<file path="src/rtl/asj_nco_phase_det.sv">
// Vectoring-mode CORDIC phase detector: recovers phase, magnitude and phase
// increment from a signed sin/cos sample stream (inverse of the NCO datapath).
module asj_nco_phase_det #(
  parameter int unsigned mpr  = 13,
  parameter int unsigned pw   = 16,
  parameter int unsigned iter = 12
) (
  input  logic                  clk,
  input  logic                  reset_n,
  input  logic                  clken,
  input  logic                  in_valid,
  input  logic signed [mpr-1:0] fsin_i,
  input  logic signed [mpr-1:0] fcos_i,
  output logic [pw-1:0]         phase_o,
  output logic [mpr:0]          mag_o,
  output logic [pw-1:0]         phi_inc_o,
  output logic                  out_valid,
  output logic                  inc_valid
);

  localparam int unsigned W  = mpr + 2;
  localparam int unsigned WE = W + 1;
  localparam logic [pw-1:0] Z_Q1 = pw'(2 ** (pw - 2));
  localparam logic [pw-1:0] Z_Q3 = pw'(3 * (2 ** (pw - 2)));
  localparam logic signed [WE-1:0] MAG_MAX = WE'((2 ** (mpr + 1)) - 1);

  typedef logic [iter-1:0][pw-1:0] atan_tbl_t;

  // round(atan(2^-idx) * 2^pw / (2*pi)), evaluated at elaboration
  function automatic int atan_units(input int idx);
    real pi_c;
    real t;
    real term;
    real acc;
    real scale;
    pi_c  = 3.14159265358979323846;
    scale = 1.0;
    for (int k = 0; k < int'(pw); k++) scale = scale * 2.0;
    if (idx == 0) begin
      acc = pi_c / 4.0;
    end else begin
      t = 1.0;
      for (int k = 0; k < idx; k++) t = t / 2.0;
      acc  = 0.0;
      term = t;
      for (int k = 0; k < 30; k++) begin
        if ((k % 2) == 0) acc = acc + term / $itor(2 * k + 1);
        else              acc = acc - term / $itor(2 * k + 1);
        term = term * t * t;
      end
    end
    return $rtoi(acc * scale / (2.0 * pi_c) + 0.5);
  endfunction

  function automatic atan_tbl_t build_atan_tbl();
    atan_tbl_t tbl;
    for (int i = 0; i < int'(iter); i++) tbl[i] = pw'(atan_units(i));
    return tbl;
  endfunction

  localparam atan_tbl_t ATAN_TBL = build_atan_tbl();

  logic signed [W-1:0] w_x_in;
  logic signed [W-1:0] w_y_in;
  logic signed [W-1:0] w_x_pre;
  logic signed [W-1:0] w_y_pre;
  logic [pw-1:0]       w_z_pre;
  logic                w_zero_in;

  logic signed [W-1:0] r_x [iter+1];
  logic signed [W-1:0] r_y [iter+1];
  logic [pw-1:0]       r_z [iter+1];
  logic [iter:0]       r_vld;
  logic [iter:0]       r_zero;

  logic signed [W-1:0] w_x_nxt [iter];
  logic signed [W-1:0] w_y_nxt [iter];
  logic [pw-1:0]       w_z_nxt [iter];

  logic [pw-1:0]       w_phase;
  logic [mpr:0]        w_mag;
  logic signed [WE-1:0] w_x_ext;
  logic                r_have_prev;

  // Pre-rotation folds the left half-plane onto X>=0; widening absorbs -(-2^(mpr-1))
  always_comb begin
    w_x_in    = W'(fcos_i);
    w_y_in    = W'(fsin_i);
    w_x_pre   = w_x_in;
    w_y_pre   = w_y_in;
    w_z_pre   = '0;
    w_zero_in = (fcos_i == '0) && (fsin_i == '0);
    if (w_x_in[W-1]) begin
      if (!w_y_in[W-1]) begin
        w_x_pre = w_y_in;
        w_y_pre = -w_x_in;
        w_z_pre = Z_Q1;
      end else begin
        w_x_pre = -w_y_in;
        w_y_pre = w_x_in;
        w_z_pre = Z_Q3;
      end
    end
  end

  // Micro-rotations drive y toward zero; shifts use the pre-stage x and y
  always_comb begin
    for (int i = 0; i < int'(iter); i++) begin
      if (!r_y[i][W-1]) begin
        w_x_nxt[i] = r_x[i] + (r_y[i] >>> i);
        w_y_nxt[i] = r_y[i] - (r_x[i] >>> i);
        w_z_nxt[i] = r_z[i] + ATAN_TBL[i];
      end else begin
        w_x_nxt[i] = r_x[i] - (r_y[i] >>> i);
        w_y_nxt[i] = r_y[i] + (r_x[i] >>> i);
        w_z_nxt[i] = r_z[i] - ATAN_TBL[i];
      end
    end
  end

  always_ff @(posedge clk or negedge reset_n) begin
    if (!reset_n) begin
      for (int i = 0; i <= int'(iter); i++) begin
        r_x[i] <= '0;
        r_y[i] <= '0;
        r_z[i] <= '0;
      end
      r_vld  <= '0;
      r_zero <= '0;
    end else if (clken) begin
      r_x[0]    <= w_x_pre;
      r_y[0]    <= w_y_pre;
      r_z[0]    <= w_z_pre;
      r_vld[0]  <= in_valid;
      r_zero[0] <= w_zero_in;
      for (int i = 0; i < int'(iter); i++) begin
        r_x[i+1]    <= w_x_nxt[i];
        r_y[i+1]    <= w_y_nxt[i];
        r_z[i+1]    <= w_z_nxt[i];
        r_vld[i+1]  <= r_vld[i];
        r_zero[i+1] <= r_zero[i];
      end
    end
  end

  // A (0,0) input never settles y, so its accumulated angle is forced to zero
  always_comb begin
    w_phase = r_zero[iter] ? '0 : r_z[iter];
    w_x_ext = WE'(r_x[iter]);
    if (w_x_ext > MAG_MAX) begin
      w_mag = '1;
    end else if (w_x_ext[WE-1]) begin
      w_mag = '0;
    end else begin
      w_mag = r_x[iter][mpr:0];
    end
  end

  // phase_o doubles as the previous-valid-phase register: it only loads on valid results
  always_ff @(posedge clk or negedge reset_n) begin
    if (!reset_n) begin
      phase_o     <= '0;
      mag_o       <= '0;
      phi_inc_o   <= '0;
      out_valid   <= 1'b0;
      inc_valid   <= 1'b0;
      r_have_prev <= 1'b0;
    end else if (clken) begin
      out_valid <= r_vld[iter];
      inc_valid <= r_vld[iter] && r_have_prev;
      if (r_vld[iter]) begin
        phase_o     <= w_phase;
        mag_o       <= w_mag;
        phi_inc_o   <= w_phase - phase_o;
        r_have_prev <= 1'b1;
      end
    end
  end

endmodule

</file>
<file path="config.mk">
export PLATFORM = sky130hd
export DESIGN_NAME = asj_nco_phase_det
export DESIGN_NICKNAME = d
export VERILOG_FILES = /design/src/rtl/asj_nco_phase_det.sv
export SDC_FILE = /design/constraint.sdc
export NUM_CORES = 2
export LEC_CHECK = 0
export CORE_ASPECT_RATIO = 0.9
export CORE_UTILIZATION = 51
export CTS_CLUSTER_SIZE = 20
export DETAILED_ROUTE_END_ITERATION = 12
export GPL_ROUTABILITY_DRIVEN = 0
export MAX_ROUTING_LAYER = met4
export PLACE_DENSITY = 0.67
export SYNTH_ARGS = -nofsm -noshare
export SYNTH_HDL_FRONTEND = slang
export SYNTH_SLANG_ARGS = --single-unit
</file>
<file path="constraint.sdc">
create_clock -name clk -period 5.5 [get_ports clk]
set_input_delay 1.1 -clock clk [delete_from_list [all_inputs] [get_ports clk]]
set_output_delay 1.1 -clock clk [all_outputs]
set_load 0.05 [all_outputs]
</file>
## Word level (Yosys, flattened, before mapping)

Cells that the tools add are included.

| storage, ports and cells | value |
|---|---|
| register bits | 658 |
| input port bits | 30 |
| output and inout bits | 48 |
| logic and storage cells | 168 |

| operators by class | value |
|---|---|
| $add $sub $neg | 72 |
| magnitude comparators | 1 |
| muxes and demuxes | 44 |
| reduce and logical (&&, ||, !) cells | 5 |

Operators by type and width:

| operator | number |
|---|---|
| 2-to-1 mux 15 bit | 27 |
| 2-to-1 mux 16 bit | 15 |
| adder 15 x 10 -> 15 bit | 2 |
| adder 15 x 11 -> 15 bit | 2 |
| adder 15 x 12 -> 15 bit | 2 |
| adder 15 x 13 -> 15 bit | 2 |
| adder 15 x 14 -> 15 bit | 2 |
| adder 15 x 5 -> 15 bit | 2 |
| adder 15 x 6 -> 15 bit | 2 |
| adder 15 x 7 -> 15 bit | 2 |
| adder 15 x 8 -> 15 bit | 2 |
| adder 15 x 9 -> 15 bit | 2 |
| negation 13 -> 15 bit | 2 |
| subtractor 15 x 10 -> 15 bit | 2 |
| subtractor 15 x 11 -> 15 bit | 2 |
| subtractor 15 x 12 -> 15 bit | 2 |
| subtractor 15 x 13 -> 15 bit | 2 |
| subtractor 15 x 14 -> 15 bit | 2 |
| subtractor 15 bit | 2 |
| subtractor 15 x 5 -> 15 bit | 2 |
| subtractor 15 x 6 -> 15 bit | 2 |
| subtractor 15 x 7 -> 15 bit | 2 |
| subtractor 15 x 8 -> 15 bit | 2 |
| subtractor 15 x 9 -> 15 bit | 2 |
| other kinds (33) | 36 |

## Longest topological paths before layout

| depth | value |
|---|---|
| word-level depth | 3 |
| mapped depth | 14 |
| depth with buffers taken out | 14 |

## Worst setup path after synthesis

No wires, ideal clock.

| timing | value |
|---|---|
| path kind | register to register |
| start point | register r_y[119] in the netlist's numbering |
| end point | register r_x[102] in the netlist's numbering |
| arrival time | 3.184 ns |
| data required time | 5.375 ns |
| path slack | 2.192 ns |
| stages on the path, launching flop included | 12 |
| buffers on the path | 2 |
| period minus slack after synthesis | 3.308 ns |
| cells stage by stage | dfrtp_1 clkbuf_1 buf_1 mux2i_1 fa_1 a211oi_1 o21ai_0 a311o_1 a21o_1 a21oi_1 xnor2_1 mux2_2 |

| between the ends | value |
|---|---|
| cells in the longest elaborated chain, start to end | 2 |
| elaborated cells between the ends (all ways) | 3 |

Ends and longest elaborated chain:

| element | RTL line | source |
|---|---|---|
| from (decl) | 71 | `logic signed [W-1:0] r_y [iter+1];` |
| from (signal, indexed assignment) | 138 | `r_y[i+1] <= w_y_nxt[i];` |
| adder 15 x 10 -> 15 bit or subtractor 15 x 10 -> 15 bit (tied branches) | 110, 114 |  |
| 2-to-1 mux 15 bit (*) | 109 | `if (!r_y[i][W-1]) begin` |
| to (signal, indexed assignment) | 137 | `r_x[i+1] <= w_x_nxt[i];` |
| to (decl) | 70 | `logic signed [W-1:0] r_x [iter+1];` |

Every way passes the cells marked *; elsewhere a longest branch is shown, timed or not.
A chain may end at the register's enable or synchronous reset.

## Worst setup path in the final report

| timing | value |
|---|---|
| start point | register r_y[119] in the netlist's numbering |
| end point | register r_x[104] in the netlist's numbering |

The elaborated chain is that of the path after synthesis.

==> impl_metrics.csv <==
group,metric,value,unit
clock_tree,tritoncts,"done",
timing,final_max_slew_viol_count,0,
yosys,ys_warn_count,0,
timing,finalHoldViolCount,0,
routing,routedWlPerCell,16.5,um
timing,finalCriticalPeriod,3.79,ns
global_routing,antenna_found_initial,0,
clock_tree,cts_sinks,607,
floorplan,die_x,328,um
yosys,synth_area,48800,um2
routing,postRouteAntennaNets,0,
critical_path,cp_max_fo,29,
status,violations,"design-rule violations",
timing,fmax,264,MHz
routing,via_per_inst,5.84,
yosys,postSynthAreaPerCell,9.10,um2
yosys,synth_edf_count,0,
finish,layout_common_cells,"dfrtp_1, ha_1, nor2_1",
status,status,"finished, violations left",
floorplan,initial_core_util,0.515,
timing,skew,0.0359,ns
finish,num_antenna_cells,0,
critical_path,cp.required,5.96,ns
floorplan,core,94800,um2
routing,drtIter0Drc,2249,
global_routing,grt_pass1_wl,187000,um
placement,placedInstanceArea,50800,um2
critical_path,critical_path_class,"reg -> reg",
timing,setup_viol,0,
yosys,synthCells,5368,
finish,syn_to_final_growth,8.95,%
floorplan,pin_count,78,
floorplan,fp.dieArea,97000,um2
timing,rsz0062_at_grt,"false",
finish,final_cell_count_no_fill,6688,
yosys,async_flop_share,1.00,
yosys,yosysUniqueCellTypes,87,
timing,finalSetupTns,0,ns
clock_tree,cts_buffer_depth,3,
placement,port-buffer-count,77,
clock_tree,ctsHtreeMaxLevel,3,
clock_tree,post_cts_resized,0,
finish,final_common_cell,"dfrtp_1",
routing,finalWirelength,110000,um
global_routing,grt_max_degree,234,
routing,firstDrtPassIters,9,
finish,drive_gt1_frac,0.0889,
yosys,synth_ff_type,"dfrtp_1",
timing,relSlewSlack,0.267,
finish,nets,5993,
min_path,worstHoldPathType,"reg -> reg",
clock_tree,cts_root_buf,"clkbuf_16",
yosys,yosysSeqAreaShare,0.311,
routing,vias,39000,
critical_path,rrSetupSlack,1.71,ns
floorplan,row_count,107,
routing,drc,4,
timing,fin_crit_sh,0.689,
critical_path,crit_path_end_kind,"register",
timing,worst_pin_slew,1.10,ns
placement,dp_hpwl,81400,um
yosys,syn_nets,5982,
clock_tree,clkLatencyLatePin,0.65,ns
placement,post-place-cells,6558,
critical_path,crit_path_start_kind,"register",
yosys,ys_ff_latch,607,
critical_path,cp.arrival,4.26,ns
global_routing,gr-total-overflow,0,
timing,fin_hold_ws,0.470,ns
clock_tree,post-cts-setup-buffers,0,
clock_tree,clk_pin_slew,0.06,ns
global_routing,grt_pass1_vias,37500,
clock_tree,cts_hold_buf,0,
finish,finalInstanceArea,53200,um2
floorplan,die_h,296,um
flow_run,max_cap_violations,0,
clock_tree,numCtsBuffers,72,
global_routing,grt_usage,0.235,
==> metal layers <==
layer,global-route usage,part of all wire,up-vias
li1,-,-,19500
met1,0.323,0.49,18800
met2,0.372,0.46,584
met3,0.0272,0.036,138
met4,0.0482,0.017,0
met5,-,0,-
==> flip-flops by register name (all words and copies together), names as in the netlist <==
| name | cells |
|---|---|
| out_valid | 1 |
| r_z | 169 |
| r_vld | 13 |
| inc_valid | 1 |
| r_x | 194 |
| r_have_prev | 1 |
| r_y | 169 |
| r_zero | 13 |
| phase_o | 16 |
| mag_o | 14 |
| phi_inc_o | 16 |
==> cell type report <==
cell class / instances / area, um2
fillers: 8597 / 41600
multi-input cells: 4341 / 32000
flip-flops and latches: 607 / 15200
clock buffers: 98 / 2050
well taps: 1253 / 1570
repair buffers: 103 / 1060
inverters: 254 / 961
clock inverters: 32 / 343
==> cells by family after synthesis <==
family | share of synthesized area
AOI/OAI and AO/OA | 0.193
xor gates and xnor gates | 0.0879
muxes | 0.0740
adders and majority gates | 0.155
and+or+nand+nor | 0.145
buffers and inverters | 0.0331
DFF | 0.311
==> Yosys cell counts, types with 83 or more instances <==
cell type / number / share of area
a21oi_1: 401 / 0.041
a21o_1: 150 / 0.023
nor3_1: 125 / 0.013
nor2_1: 475 / 0.037
inv_1: 253 / 0.019
xnor2_1: 317 / 0.057
nand3_1: 83 / 0.0085
dfrtp_1: 607 / 0.31
nand2_1: 320 / 0.025
clkbuf_1: 121 / 0.0093
xor2_1: 171 / 0.031
mux2_2: 274 / 0.063
o21ai_0: 343 / 0.035
ha_1: 548 / 0.14
==> critical path, stage by stage, from the launching register on <==
cell,delay (ns)
dfrtp_1,1.02
inv_1,0.43
o21ai_0,0.21
xor2_1,0.17
ha_1,0.28
o21a_1,0.21
o211a_1,0.22
a311o_1,0.40
a211o_1,0.27
a21oi_1,0.18
xnor2_1,0.15
a21oi_1,0.09
==> through the flow <==
stage | util | setup WS [ns]
final | 0.561 | 1.71
after CTS | 0.561 | 1.71
after global routing | 0.561 | 1.37
after global placement | 0.536 | 1.77
after detailed placement | 0.536 | 1.72
after floorplan | - | 2.19
==> path summary, 6_finish.rpt <==
check	start	to	cells past startpoint
max reg2reg	r_y[119]	r_x[104]	11
max	r_y[119]	r_x[104]	11
min	r_have_prev	r_have_prev	1
min reg2reg	r_have_prev	r_have_prev	1
min in group asynchronous	reset_n	r_x[76]	1
max in group asynchronous	reset_n	phi_inc_o[0]	2
Power is left out: the tool's default activity adds up to more than one toggle a clock period on the data nets, which glitch-free logic cannot reach.
